File: src/rtl/seq_mul_unit.sv
// seq_mul_unit: iterative radix-2 shift-add multiplier for MUL, MULH, MULHSU and MULHU.
// The operands are turned into unsigned magnitudes when they are accepted.
// Each RUN cycle makes one conditional add and shifts the {acc, mplier} pair right by one.
// FIX applies the sign and picks the requested half of the product.
//
// Ports:
//   clk     - clock; every state update happens on the rising edge
//   reset   - synchronous active-low reset
//   start   - request; accepted only in IDLE, and only when flush is low
//   flush   - aborts the operation in flight (pipeline kill)
//   op      - 00 MUL, 01 MULH, 10 MULHSU, 11 MULHU
//   a, b    - rs1 / rs2; sampled only on the edge that accepts start
//   busy    - high whenever the unit is not idle
//   done    - one-cycle pulse; result is valid
//   result  - registered result; held until the next completion or reset
//
// state | meaning
// ------+-------------------------------------------------------------
// IDLE  | waiting for start
// RUN   | XLEN shift-add iterations, counted by count_q
// FIX   | applies the sign and selects the half that result captures
// DONE  | done pulse cycle; returns to IDLE on the next edge

module seq_mul_unit #(
  parameter int XLEN = 32
) (
  input  logic            clk,
  input  logic            reset,
  input  logic            start,
  input  logic            flush,
  input  logic [1:0]      op,
  input  logic [XLEN-1:0] a,
  input  logic [XLEN-1:0] b,
  output logic            busy,
  output logic            done,
  output logic [XLEN-1:0] result
);

  localparam int CNT_W = $clog2(XLEN) + 1;

  typedef enum logic [1:0] {S_IDLE, S_RUN, S_FIX, S_DONE} state_t;

  state_t            state_q, state_d;
  logic [1:0]        op_q, op_d;
  logic [XLEN-1:0]   mcand_q, mcand_d;
  logic [XLEN-1:0]   mplier_q, mplier_d;
  logic [XLEN-1:0]   acc_q, acc_d;
  logic              neg_q, neg_d;
  logic [CNT_W-1:0]  count_q, count_d;
  logic              busy_q, busy_d;
  logic              done_q, done_d;
  logic [XLEN-1:0]   result_q, result_d;

  logic [XLEN:0]     sum;
  logic [2*XLEN-1:0] prod_raw;
  logic [2*XLEN-1:0] prod;
  logic              sign_a;
  logic              sign_b;

  always_comb begin
    state_d  = state_q;
    op_d     = op_q;
    mcand_d  = mcand_q;
    mplier_d = mplier_q;
    acc_d    = acc_q;
    neg_d    = neg_q;
    count_d  = count_q;
    result_d = result_q;

    // An operand's sign counts only when the op treats that operand as signed.
    sign_a   = ((op == 2'b01) || (op == 2'b10)) && a[XLEN-1];
    sign_b   = (op == 2'b01) && b[XLEN-1];

    sum      = {1'b0, acc_q} + {1'b0, (mplier_q[0] ? mcand_q : {XLEN{1'b0}})};
    prod_raw = {acc_q, mplier_q};
    prod     = neg_q ? (~prod_raw + {{(2*XLEN-1){1'b0}}, 1'b1}) : prod_raw;

    case (state_q)
      S_IDLE: begin
        if (start && !flush) begin
          op_d     = op;
          mcand_d  = sign_a ? (~a + {{(XLEN-1){1'b0}}, 1'b1}) : a;
          mplier_d = sign_b ? (~b + {{(XLEN-1){1'b0}}, 1'b1}) : b;
          neg_d    = sign_a ^ sign_b;
          acc_d    = '0;
          count_d  = '0;
          state_d  = S_RUN;
        end
      end
      S_RUN: begin
        if (flush) begin
          state_d = S_IDLE;
        end else begin
          // The carry of the add shifts into acc's MSB, and sum's LSB moves into mplier.
          acc_d    = sum[XLEN:1];
          mplier_d = {sum[0], mplier_q[XLEN-1:1]};
          count_d  = count_q + CNT_W'(1);
          if (count_q == CNT_W'(XLEN - 1)) begin
            state_d = S_FIX;
          end
        end
      end
      S_FIX: begin
        if (flush) begin
          state_d = S_IDLE;
        end else begin
          result_d = (op_q == 2'b00) ? prod[XLEN-1:0] : prod[2*XLEN-1:XLEN];
          state_d  = S_DONE;
        end
      end
      default: begin
        state_d = S_IDLE;
      end
    endcase

    busy_d = (state_d != S_IDLE);
    done_d = (state_d == S_DONE);
  end

  always_ff @(posedge clk) begin
    if (!reset) begin
      state_q  <= S_IDLE;
      op_q     <= '0;
      mcand_q  <= '0;
      mplier_q <= '0;
      acc_q    <= '0;
      neg_q    <= 1'b0;
      count_q  <= '0;
      busy_q   <= 1'b0;
      done_q   <= 1'b0;
      result_q <= '0;
    end else begin
      state_q  <= state_d;
      op_q     <= op_d;
      mcand_q  <= mcand_d;
      mplier_q <= mplier_d;
      acc_q    <= acc_d;
      neg_q    <= neg_d;
      count_q  <= count_d;
      busy_q   <= busy_d;
      done_q   <= done_d;
      result_q <= result_d;
    end
  end

  assign busy   = busy_q;
  assign done   = done_q;
  assign result = result_q;

endmodule

File: config.mk
export PLATFORM = sky130hd
export DESIGN_NAME = seq_mul_unit
export DESIGN_NICKNAME = d
export VERILOG_FILES = /design/src/rtl/seq_mul_unit.sv
export SDC_FILE = /design/constraint.sdc
export NUM_CORES = 1
export LEC_CHECK = 0
export ABC_AREA = 1
export BUFFER_PORTS_ARGS = -buffer_cell sky130_fd_sc_hd__buf_2
export CORE_MARGIN = 3
export CORE_UTILIZATION = 55
export CTS_CLUSTER_DIAMETER = 100
export CTS_CLUSTER_SIZE = 30
export DETAILED_ROUTE_END_ITERATION = 7
export PLACE_DENSITY = 0.81
export SYNTH_ARGS = -nofsm -noshare
export SYNTH_HDL_FRONTEND = slang
export SYNTH_SLANG_ARGS = --single-unit
export TNS_END_PERCENT = 5
File: constraint.sdc
create_clock -name clk -period 4.3 [get_ports clk]
set_clock_uncertainty 0.2 [all_clocks]
set_input_delay 0.86 -clock clk [delete_from_list [all_inputs] [get_ports clk]]
set_output_delay 0.86 -clock clk [all_outputs]
set_load 0.05 [all_outputs]
== After elaboration in Yosys (flattened, before gate mapping) ==
Cells that the tools add are included.
Word-level totals
  flip-flop bits (word level): 141
  logic and storage cells: 59
Operators by class
  add/subtract/negate cells: 5
  eq/ne operators: 8
  multiplexer cells: 19
  bitwise operators: 5
  reduce and logical (&&, ||, !) cells: 12
Operators by type and width (number)
  32-bit two-way mux: 8
  32-bit case mux with 2 select lines: 2
  32-bit by 1-bit adder with 32-bit output (second input constant): 2
  64-bit by 1-bit adder with 64-bit output (second input constant): 1
  64-bit two-way mux: 1
  32-bit NOT: 2
  64-bit NOT: 1
  32-bit by 32-bit adder with 33-bit output: 1
  6-bit two-way mux: 2
  6-bit case mux with 2 select lines: 1
  2-bit two-way mux: 4
  6-bit by 1-bit adder with 6-bit output (second input constant): 1
  2-bit == test (second input constant): 3
  6-bit by 5-bit == test with 1-bit output (second input constant): 1
  2-bit case mux with 3 select lines: 1
  2-bit by 1-bit == test with 1-bit output (second input constant): 2
  2-bit logical NOT: 2
  2-bit inequality test (second input constant): 2
  2-bit AND reduction: 2
  2-bit nonzero test: 2
  1-bit logical AND: 3
  3-bit AND reduction: 1
  1-bit logical NOT: 1
  1-bit logical OR: 1
  2 further kinds: 2

== Depth between registers and ports, before layout ==
Gate-level depths: netlist (run 1).
  word-level depth: 5
  depth in mapped cells: 18
  depth with buffers taken out: 16

== Worst setup path after synthesis (run 1) ==
Ideal clock, no wire load.
  kind: flip-flop to flip-flop
  start point: register mplier_q[0]
  end point: register acc_q[15]
  arrival time: 2185 ps
  required time: 3968 ps
  setup slack: 1783 ps
  stages on the path, launching flop included: 18
  period minus slack after synthesis: 2517 ps
  cells stage by stage: dfxtp_1 buf_2 clkbuf_1 nand2_1 inv_1 ha_1 inv_1 fa_1 inv_1 nand3_1 nand3_1 nand2_1 nand2_1 nand2_1 nand2_1 a21oi_1 o21ai_0 a21oi_1
On the way
  cells in the longest elaborated chain, start to end: 4
RTL lines
  start, declared: line 46  | logic [XLEN-1:0] mplier_q, mplier_d;
  start signal, assigned: line 136  | mplier_q <= mplier_d;
  32-bit two-way mux: line 74  | sum = {1'b0, acc_q} + {1'b0, (mplier_q[0] ? mcand_q : {XLEN{1'b0}})};
  32-bit by 32-bit adder with 33-bit output: line 74
  32-bit two-way mux: line 91  | if (flush) begin
  32-bit case mux with 2 select lines: line 78  | case (state_q)
  end signal, assigned: line 126  | acc_q <= '0;
  end signal, assigned: line 137  | acc_q <= acc_d;
  end, declared: line 47  | logic [XLEN-1:0] acc_q, acc_d;
No other way between the ends. The select of a mux whose other input is x is not followed.
A chain may end at the register's enable or synchronous reset.

== Worst setup path in the final report (run 1) ==
  start point: register state_q[0]
  end point: register mplier_q[22]
On the way
  cells in the longest elaborated chain, start to end: 3
RTL lines
  start, declared: line 43  | state_t state_q, state_d;
  start signal, assigned: line 133  | state_q <= state_d;
  2-bit by 1-bit == test with 1-bit output / 2-bit logical NOT (equally long branches): line 78
  2-bit inequality test (no source line) / 2-bit nonzero test (equally long branches)
  3-bit AND reduction (no source line)
Several ways; a longest one is shown, not always the timed one.

==> flow_metrics.tcl, run 1 <==
set metrics [dict create \
    pre_cts_ws_ns 1.15 \
    cts_inserted_buffers 17 \
    worstHoldPathType "reg -> reg" \
    drc 0 \
    async_flop_share 0 \
    crit_fanout 36 \
    antenna_found_initial 0 \
    start_util 0.565 \
    h-tree-depth 4 \
    synth.avg_cell_area_sq_um 5.52 \
    cts_tree "yes" \
    cp.arrival_ns 3.23 \
    nNetsFinal 2348 \
    viasPerCell 5.65 \
    drive_above_1_share 0.0830 \
    cts.repair.resized 0 \
    numPortBuffers 103 \
    hp-start "mcand_q[20]" \
    post-route-min-period_ns 3.11 \
    gp_congestion 1.00 \
    synth_seq_cells 141 \
    core_sq_um 21200 \
    ys_types 45 \
    crit_type "reg -> reg" \
    end_kind "register" \
    fillers 2136 \
    p_leak_uw 0.00716 \
    setup-tns-final_ns 0 \
    io_pins 104 \
    die_w_microns 154 \
    first_pass_iters 6 \
    cts_root_buf "clkbuf_16" \
    stdcell_area_sq_um 13300 \
    rsz0062_at_grt "false" \
    first_iter_violations 1548 \
    syn_nets 2282 \
    grt_pass1_vias 13200 \
    synthesis.area_sq_um 12000 \
    fp-row-count 53 \
    crit_path_cell_trace "inv_2 > nor2_4 > buf_4 > inv_2 > nor2_2 > nor2_4 > inv_1 > buf_4 > o21ai_0 > a21oi_1" \
    worst_pin_slew_ns 1.25 \
    synth_warnings 0 \
    cts_setup_buffers 0 \
    crit_path_max_incr_delay_ns 0.55 \
    hold_buffers 0 \
    clk_path_buf_depth 2 \
    worstPathRequired_ns 4.42 \
    diodes 0 \
    report.final.setup_viol 0 \
    critPathLaunchType "register" \
    clk_pin_slew_ns 0.07 \
    syn_inst 2174 \
    clock_latency_ns 0.44 \
    finalCritPeriodShare 0.723 \
    startpoint "state_q[0]" \
    fin_ws_ns 1.19 \
    grt.total_usage 0.335 \
    status "finished, final reports clean" \
    fin_hold_ws_ns 0.254 \
    powerDensity_nw_per_um2 279 \
    synth_edf_count 0 \
    fmax_mhz 322 \
    areaGrowthSynthToFinish_pct 10.8 \
    place_area_sq_um 12700 \
    slew_headroom 0.167 \
    hold_violations 0 \
    overflow 0 \
    grt_pass1_wl_microns 65000 \
    ant_nets 0 \
    grt_max_degree 71 \
    dominantRegCellSynth "dfxtp_1" \
    die_h_microns 154 \
    dp_hpwl_microns 31200 \
    synth.yosys.seq_area_share 0.235 \
    worst_ir_drop_vdd_uv 221 \
    die-area_sq_um 23600 \
    drt_wl_total_microns 40400 \
    wire_per_inst_microns 16.0 \
    maxCapViolCount 0 \
    num_vias 14300 \
    critPathSlowestCell "nor2_4" \
    drv_slew 0 \
    cts_sinks 141 \
    r2r-start "state_q[0]" \
]
[placed cells by master, fill, tap and decap left out, drive strengths merged]
cell type	count
o22ai	1
nor4	2
clkbuf	17
and3	2
fa	1
a32o	1
bufinv	2
o21ai	156
o41ai	1
nand3	216
o21bai	10
buf	118
or2	11
a311oi	1
a21o	2
xor2	13
a31oi	10
nand4	26
xnor2	6
a22o	2
a221oi	1
ha	37
nand3b	13
nand2	668
a21oi	188
nor3	16
dfxtp	141
inv	312
nor2	263
clkinvlp	1
o31ai	3
and2	4
o211ai	2
clkinv	5
[through the flow]
| stage | util | cells | power [uW] |
|---|---|---|---|
| 6_report | 0.626 | 2527 | 3700 |
| 4_1_cts | 0.626 | 2527 | 3690 |
| 5_1_grt | 0.626 | 2527 | 3850 |
| 2_1_floorplan | - | 2174 | 1940 |
| 3_5_place_dp | 0.598 | 2496 | 2160 |
| 3_3_place_gp | 0.598 | 2496 | 2140 |
[worst max-delay path: cells and delay by family (launching register included)]
family / cells / cell delay, ns
flip-flops: 1 / 0.38
AND/OR/NAND/NOR: 3 / 0.70
buffers and inverters: 5 / 1.41
AO/OA/AOI/OAI: 2 / 0.28
[cells in the mapped netlist (2+ instances only)]
cell type | instances | area (sq um)
nand2_1 | 666 | 2500
inv_1 | 299 | 1120
nor2_1 | 255 | 957
nand3_1 | 215 | 1080
a21oi_1 | 188 | 941
o21ai_0 | 148 | 741
dfxtp_1 | 141 | 2820
clkbuf_1 | 49 | 184
ha_1 | 37 | 463
nand4_1 | 26 | 163
buf_2 | 16 | 80.1
nand3b_1 | 13 | 97.6
nor3_1 | 13 | 65.1
xor2_1 | 13 | 114
or2_2 | 11 | 68.8
a31oi_1 | 10 | 62.6
o21bai_1 | 8 | 60.1
nor2_2 | 7 | 43.8
o21ai_1 | 7 | 35.0
xnor2_1 | 6 | 52.6
inv_2 | 5 | 18.8
and2_1 | 4 | 25.0
buf_1 | 4 | 15.0
o31ai_1 | 3 | 22.5
a21o_1 | 2 | 15.0
a22o_1 | 2 | 17.5
and3_1 | 2 | 12.5
clkinv_1 | 2 | 7.51
nand2_2 | 2 | 12.5
nor3_2 | 2 | 20.0
nor4_1 | 2 | 12.5
o211ai_1 | 2 | 15.0
o21bai_2 | 2 | 22.5
[flip-flops by register name, summed over array words and instances (netlist names)]
register	cells
acc_q	32
result	32
busy	1
done	1
neg_q	1
mplier_q	32
count_q	6
state_q	2
mcand_q	32
op_q	2
[routing by layer]
metal  track usage  part of all wire  vias to the layer above
li1              -                 -                     7103
met1         0.428              0.41                     6368
met2         0.566              0.46                      683
met3        0.0526             0.089                      111
met4         0.139             0.042                        0
met5             0                 0                        -
[cells by family (layout without fill, tap and decap cells)]
logic type                 Yosys count  after routing  share of synthesized area
buffers and inverters              377            455                      0.121
xor gates and xnor gates            19             19                     0.0139
AOI/OAI and AO/OA                  378            378                      0.166
adders and majority gates           38             38                     0.0402
DFF                                141            141                      0.235
and+or+nand+nor                   1221           1221                      0.424
[final timing paths]
path / slack (ns) / depth (start not counted) / to
worst max register to register: 1.19 / 10 / mplier_q[22]
worst min-delay path: 0.25 / 2 / mcand_q[20]
worst min register to register: 0.25 / 2 / mcand_q[20]
worst max-delay path: 1.19 / 10 / mplier_q[22]
[layout make-up]
cell class / count / area [sq um] / area share
tap: 275 / 344 / 0.0259
sequential: 141 / 2820 / 0.212
inverter: 306 / 1150 / 0.0864
clock buffer: 17 / 425 / 0.0320
timing repair buffer: 118 / 628 / 0.0473
multi-input combinational: 1656 / 7750 / 0.583
clock inverter: 14 / 174 / 0.0131
[power by group]
group | total (uW) | switching (uW) | internal (uW)
combinational | 716 | 491 | 225
sequential | 1430 | 72.6 | 1360
clock | 1550 | 678 | 877
total | 3700 | 1240 | 2460
No activity file was read; power rests on OpenSTA's default activity.
==> run 2, diff against run 1 <==
ABC_AREA = 0   (was 1)
PLACE_DENSITY = 0.82   (was 0.81)
clock period = 2.9 ns   (was 4.3 ns; I/O delays follow)
==> flow_metrics.tcl, run 2 <==
set metrics [dict create \
    status "finished, final reports clean" \
    cts_sinks 141 \
    die-area_sq_um 20300 \
    cts_inserted_buffers 17 \
    async_flop_share 0 \
    cp.arrival_ns 3.00 \
    die_h_microns 143 \
    grt.total_usage 0.337 \
    start_util 0.565 \
    fp-row-count 49 \
    final_cell_mix "172 x buf_4, 150 x nand2_1, 140 x dfxtp_1" \
    rsz0062_at_grt "true" \
    final_cells 1812 \
    setup-tns-final_ns 0 \
    worstPathRequired_ns 3.02 \
    synth_edf_count 0 \
    grt_pass1_vias 10600 \
    final_common_cell "buf_4" \
    grt_max_degree 62 \
    powerDensity_nw_per_um2 412 \
    crit_fanout 4 \
    ys_top_cells_by_area "dfxtp_1 28%, nand2_1 5.6%, a21oi_1 5.4%" \
    worstHoldPathType "in -> reg" \
    ant_nets 0 \
    p_leak_uw 0.00555 \
    num_vias 11600 \
    gp_congestion 1.04 \
    end_kind "register" \
    hold_buffers 0 \
    ys_types 68 \
    antenna_found_initial 1 \
    maxCapViolCount 0 \
    numPortBuffers 103 \
    die_w_microns 143 \
    synth_top_cell_area_share 0.275 \
    clk_pin_slew_ns 0.06 \
    final_util 0.712 \
    report.final.setup_viol 0 \
    worst_pin_slew_ns 1.44 \
    r2r_slack_ns 0.02 \
    place_area_sq_um 12100 \
    first_pass_iters 7 \
    h-tree-depth 4 \
    synth.yosys.seq_area_share 0.275 \
    crit_type "reg -> reg" \
    syn_inst 1359 \
    drive_above_1_share 0.235 \
    areaGrowthSynthToFinish_pct 26.0 \
    dp_hpwl_microns 26300 \
    cts_root_buf "clkbuf_16" \
    core_sq_um 18100 \
    hold_violations 0 \
    synth.avg_cell_area_sq_um 7.55 \
    grt_pass1_wl_microns 55000 \
    critPathLaunchType "register" \
    drt_wl_total_microns 35000 \
    drc 0 \
    clock_latency_ns 0.43 \
    diodes 0 \
    worst_ir_drop_vdd_uv 424 \
    syn_nets 1467 \
    dominantRegCellSynth "dfxtp_1" \
    drv_slew 0 \
    synthesis.area_sq_um 10300 \
    finalCritPeriodShare 0.992 \
    clk_path_buf_depth 2 \
    cts_tree "yes" \
    synth_warnings 0 \
    yosysMostFrequentCell "nand2_1" \
    post-route-min-period_ns 2.88 \
    slew_headroom 0.0300 \
    first_iter_violations 1279 \
    yosysTopAreaCell "dfxtp_1" \
    netlist_top_cells_count "152 x nand2_1, 141 x dfxtp_1, 111 x a21oi_1, 110 x o21ai_0, 109 x nor2_1" \
    wire_per_inst_microns 19.3 \
    dp.cells 1782 \
    stdcell_area_sq_um 12900 \
    synth_seq_cells 141 \
    overflow 0 \
    viasPerCell 6.43 \
    nNetsFinal 1681 \
    fmax_mhz 348 \
    io_pins 104 \
]
run 2: changes by cell type in the layout (fill, tap and decap cells not counted), moves of 49 or more:
cell and delta:
nor2_1 -146, a21oi_1 -81, nand3_1 -172, o21ai_0 -49, nand2_1 -516, inv_1 -278, xnor2_1 +53, buf_4 +157
run 2: final cells by class:
| type | instances | area [sq um] |
|---|---|---|
| multi-input combinational | 1113 | 7350 |
| inverter | 23 | 86.3 |
| clock buffer | 19 | 443 |
| timing repair buffer | 277 | 1840 |
| fill | 1412 | 5230 |
| sequential | 141 | 2820 |
| clock inverter | 10 | 95.1 |
| tap | 229 | 287 |
run 2: logic make-up (layout without fill, tap and decap cells):
family,Yosys count,after routing,share of synthesized area
and+or+nand+nor,510,510,0.248
AOI/OAI and AO/OA,425,425,0.269
adders and majority gates,38,38,0.0471
muxes,20,20,0.0196
DFF,141,141,0.275
buffers and inverters,105,329,0.0385
xor gates and xnor gates,120,120,0.102
run 2: per-layer routing:
metal	GRT usage	vias up	part of all wire
met5	0	-	0
met4	0.107	0	0.027
met3	0.0706	103	0.099
met2	0.524	656	0.45
met1	0.469	5456	0.43
li1	-	5432	-
run 2: where the power goes:
part	total (uW)	internal [uW]	switching [uW]
Sequential	2070	2010	62.9
Combinational	1190	491	696
Clock	2070	1190	882
Total	5320	3680	1640
run 2: worst paths after layout:
path | end | depth (start not counted) | startpoint
max | result[28] | 7 | acc_q[23]
min | op_q[0] | 3 | op[0]
max reg2reg | result[28] | 7 | acc_q[23]
min reg2reg | result[23] | 2 | result[23]
run 2: through the flow:
step                      hold slack, ns  power (uW)  setup slack [ns]
after floorplan                    0.236        2750           -0.0120
after detailed placement           0.243        3210            -0.105
after global placement             0.222        3190           -0.0445
after global routing               0.233        5510           -0.0699
final                              0.214        5320            0.0234
after CTS                          0.214        5250           -0.0563
run 2: worst max-delay path, stage by stage, from the launching register on:
cell and delay [ns]:
dfxtp_1 0.31, or4_4 0.54, or3_4 0.36, or3_1 0.35, o41ai_1 0.49, xor2_1 0.18
mux2i_1 0.10, a22o_1 0.23
run 2: repair_timing:
| item | 4_1_cts | 5_1_grt |
|---|---|---|
| gates resized for setup | 19 | 43 |
| pin swaps | 5 | 15 |
| endpoints found under the setup margin | 10 | 43 |
| buffers inserted | 0 | 2 |
==> run 3, diff against run 2 <==
CORE_ASPECT_RATIO = 0.75   (was unset)
==> flow_metrics.tcl, run 3 (synthesized netlist as in run 2, its figures left out) <==
set metrics [dict create \
    fillers 1387 \
    powerDensity_nw_per_um2 414 \
    place_area_sq_um 12200 \
    hold_violations 0 \
    final_cells 1841 \
    end_kind "register" \
    cts_root_buf "clkbuf_16" \
    wire_per_inst_microns 20.5 \
    power_uw 5400 \
    p_leak_uw 0.00562 \
    die_w_microns 164 \
    report.final.setup_viol 1 \
    cts_sinks 141 \
    die-area_sq_um 20300 \
    violations "DRC, setup timing" \
    clock_latency_ns 0.44 \
    slew_headroom 0.210 \
    final_cell_mix "184 x buf_4, 152 x nand2_1, 140 x dfxtp_1" \
    num_vias 11800 \
    numPortBuffers 103 \
    start_util 0.571 \
    io_pins 104 \
    ant_nets 0 \
    post-route-min-period_ns 2.92 \
    worstHoldPathType "in -> reg" \
    drt_wl_total_microns 37800 \
    antenna_found_initial 0 \
    hold_buffers 0 \
    grt_pass1_wl_microns 57700 \
    status "complete, but fails checks" \
    crit_fanout 5 \
    critPathLaunchType "register" \
    grt_max_degree 81 \
    worst_ir_drop_vdd_uv 320 \
    crit_type "reg -> reg" \
    worstPathRequired_ns 3.06 \
    dp_hpwl_microns 28500 \
    fp-row-count 42 \
    areaGrowthSynthToFinish_pct 27.1 \
    maxCapViolCount 0 \
    fin_hold_ws_ns 0.234 \
    grt.total_usage 0.357 \
    cts_inserted_buffers 17 \
    dp.cells 1806 \
    multiInputGateArea_sq_um 7350 \
    finalCritPeriodShare 1.01 \
    first_iter_violations 1739 \
    cp.arrival_ns 3.08 \
    drv_slew 0 \
    grt_pass1_vias 10500 \
    worst_pin_slew_ns 1.18 \
    clk_path_buf_depth 2 \
    clk_pin_slew_ns 0.07 \
    stdcell_area_sq_um 13000 \
    gp_congestion 1.02 \
    drive_above_1_share 0.244 \
    die_h_microns 124 \
    core_sq_um 18000 \
    diodes 0 \
    fmax_mhz 343 \
    final_common_cell "buf_4" \
    fin_ws_ns -0.0178 \
    seq_area_sq_um 2830 \
    nNetsFinal 1694 \
    overflow 0 \
    first_pass_iters 8 \
    cts_tree "yes" \
    viasPerCell 6.41 \
    h-tree-depth 4 \
    rsz0062_at_grt "true" \
    drc 5 \
]
run 3: cell count changes in the layout (fill, tap and decap cells not counted), moves of 3 or more:
cell,previous run,this run
ha_4,8,5
o41ai_2,4,7
o21ai_0,99,102
and2_4,4,1
buf_4,172,184
o21ai_1,10,7
inv_6,1,4
o41ai_1,12,9
and2_1,32,35
run 3: through the flow:
| step | setup TNS [ns] | util | worst slack, ns |
|---|---|---|---|
| floorplan | -0.0301 | - | -0.0120 |
| global placement | -0.159 | 0.677 | -0.0479 |
| detailed placement | -1.56 | 0.677 | -0.199 |
| CTS | -0.193 | 0.710 | -0.0515 |
| global route | -0.406 | 0.726 | -0.152 |
| finish | -0.0178 | 0.726 | -0.0178 |
run 3: worst max-delay path, stage by stage, from the launching register on:
cell	delay (ns)
dfxtp_4	0.38
and2_1	0.14
ha_1	0.17
inv_1	0.07
fa_2	0.36
nand2b_4	0.18
a211oi_4	0.26
buf_4	0.16
nor2_1	0.05
o31ai_1	0.42
a31oi_1	0.18
xor2_1	0.16
o21ai_0	0.13
run 3: where the power goes:
part	leakage [uW]	switching [uW]	internal [uW]
Sequential	0.00115	56.2	2000
Combinational	0.00422	734	497
Clock	0.000253	992	1120
Total	0.00562	1780	3620
run 3: path summary, 6_finish.rpt:
path / startpoint / end / slack (ns) / cells after the start
setup / recovery: mplier_q[0] / acc_q[17] / -0.02 / 12
setup reg to reg: mplier_q[0] / acc_q[17] / -0.02 / 12
hold / removal: start / state_q[0] / 0.23 / 2
hold reg to reg: result[3] / result[3] / 0.24 / 2
run 3: timing repair:
| item | 4_1_cts | 5_1_grt |
|---|---|---|
| pin swaps | 4 | 9 |
| gates cloned | 0 | 1 |
| endpoints found under the setup margin | 19 | 37 |
| gates resized for setup | 8 | 54 |
| setup buffers | 1 | 1 |
run 3: per-layer routing:
layer | share of wire | global-route usage | wire [microns] | vias to the layer above
met5 | 0.0022 | 0 | 82 | -
met4 | 0.017 | 0.0796 | 650 | 2
met3 | 0.14 | 0.128 | 5350 | 64
met2 | 0.40 | 0.480 | 15200 | 814
met1 | 0.44 | 0.538 | 16600 | 5464
li1 | - | - | - | 5454
run 3: layout make-up:
class                           count  share of cell area
Multi-Input combinational cell   1113               0.563
Clock inverter                     15             0.00988
Inverter                           23             0.00662
Tap cell                          242              0.0232
Timing Repair Buffer              290               0.148
Clock buffer                       17              0.0326
Sequential cell                   141               0.217
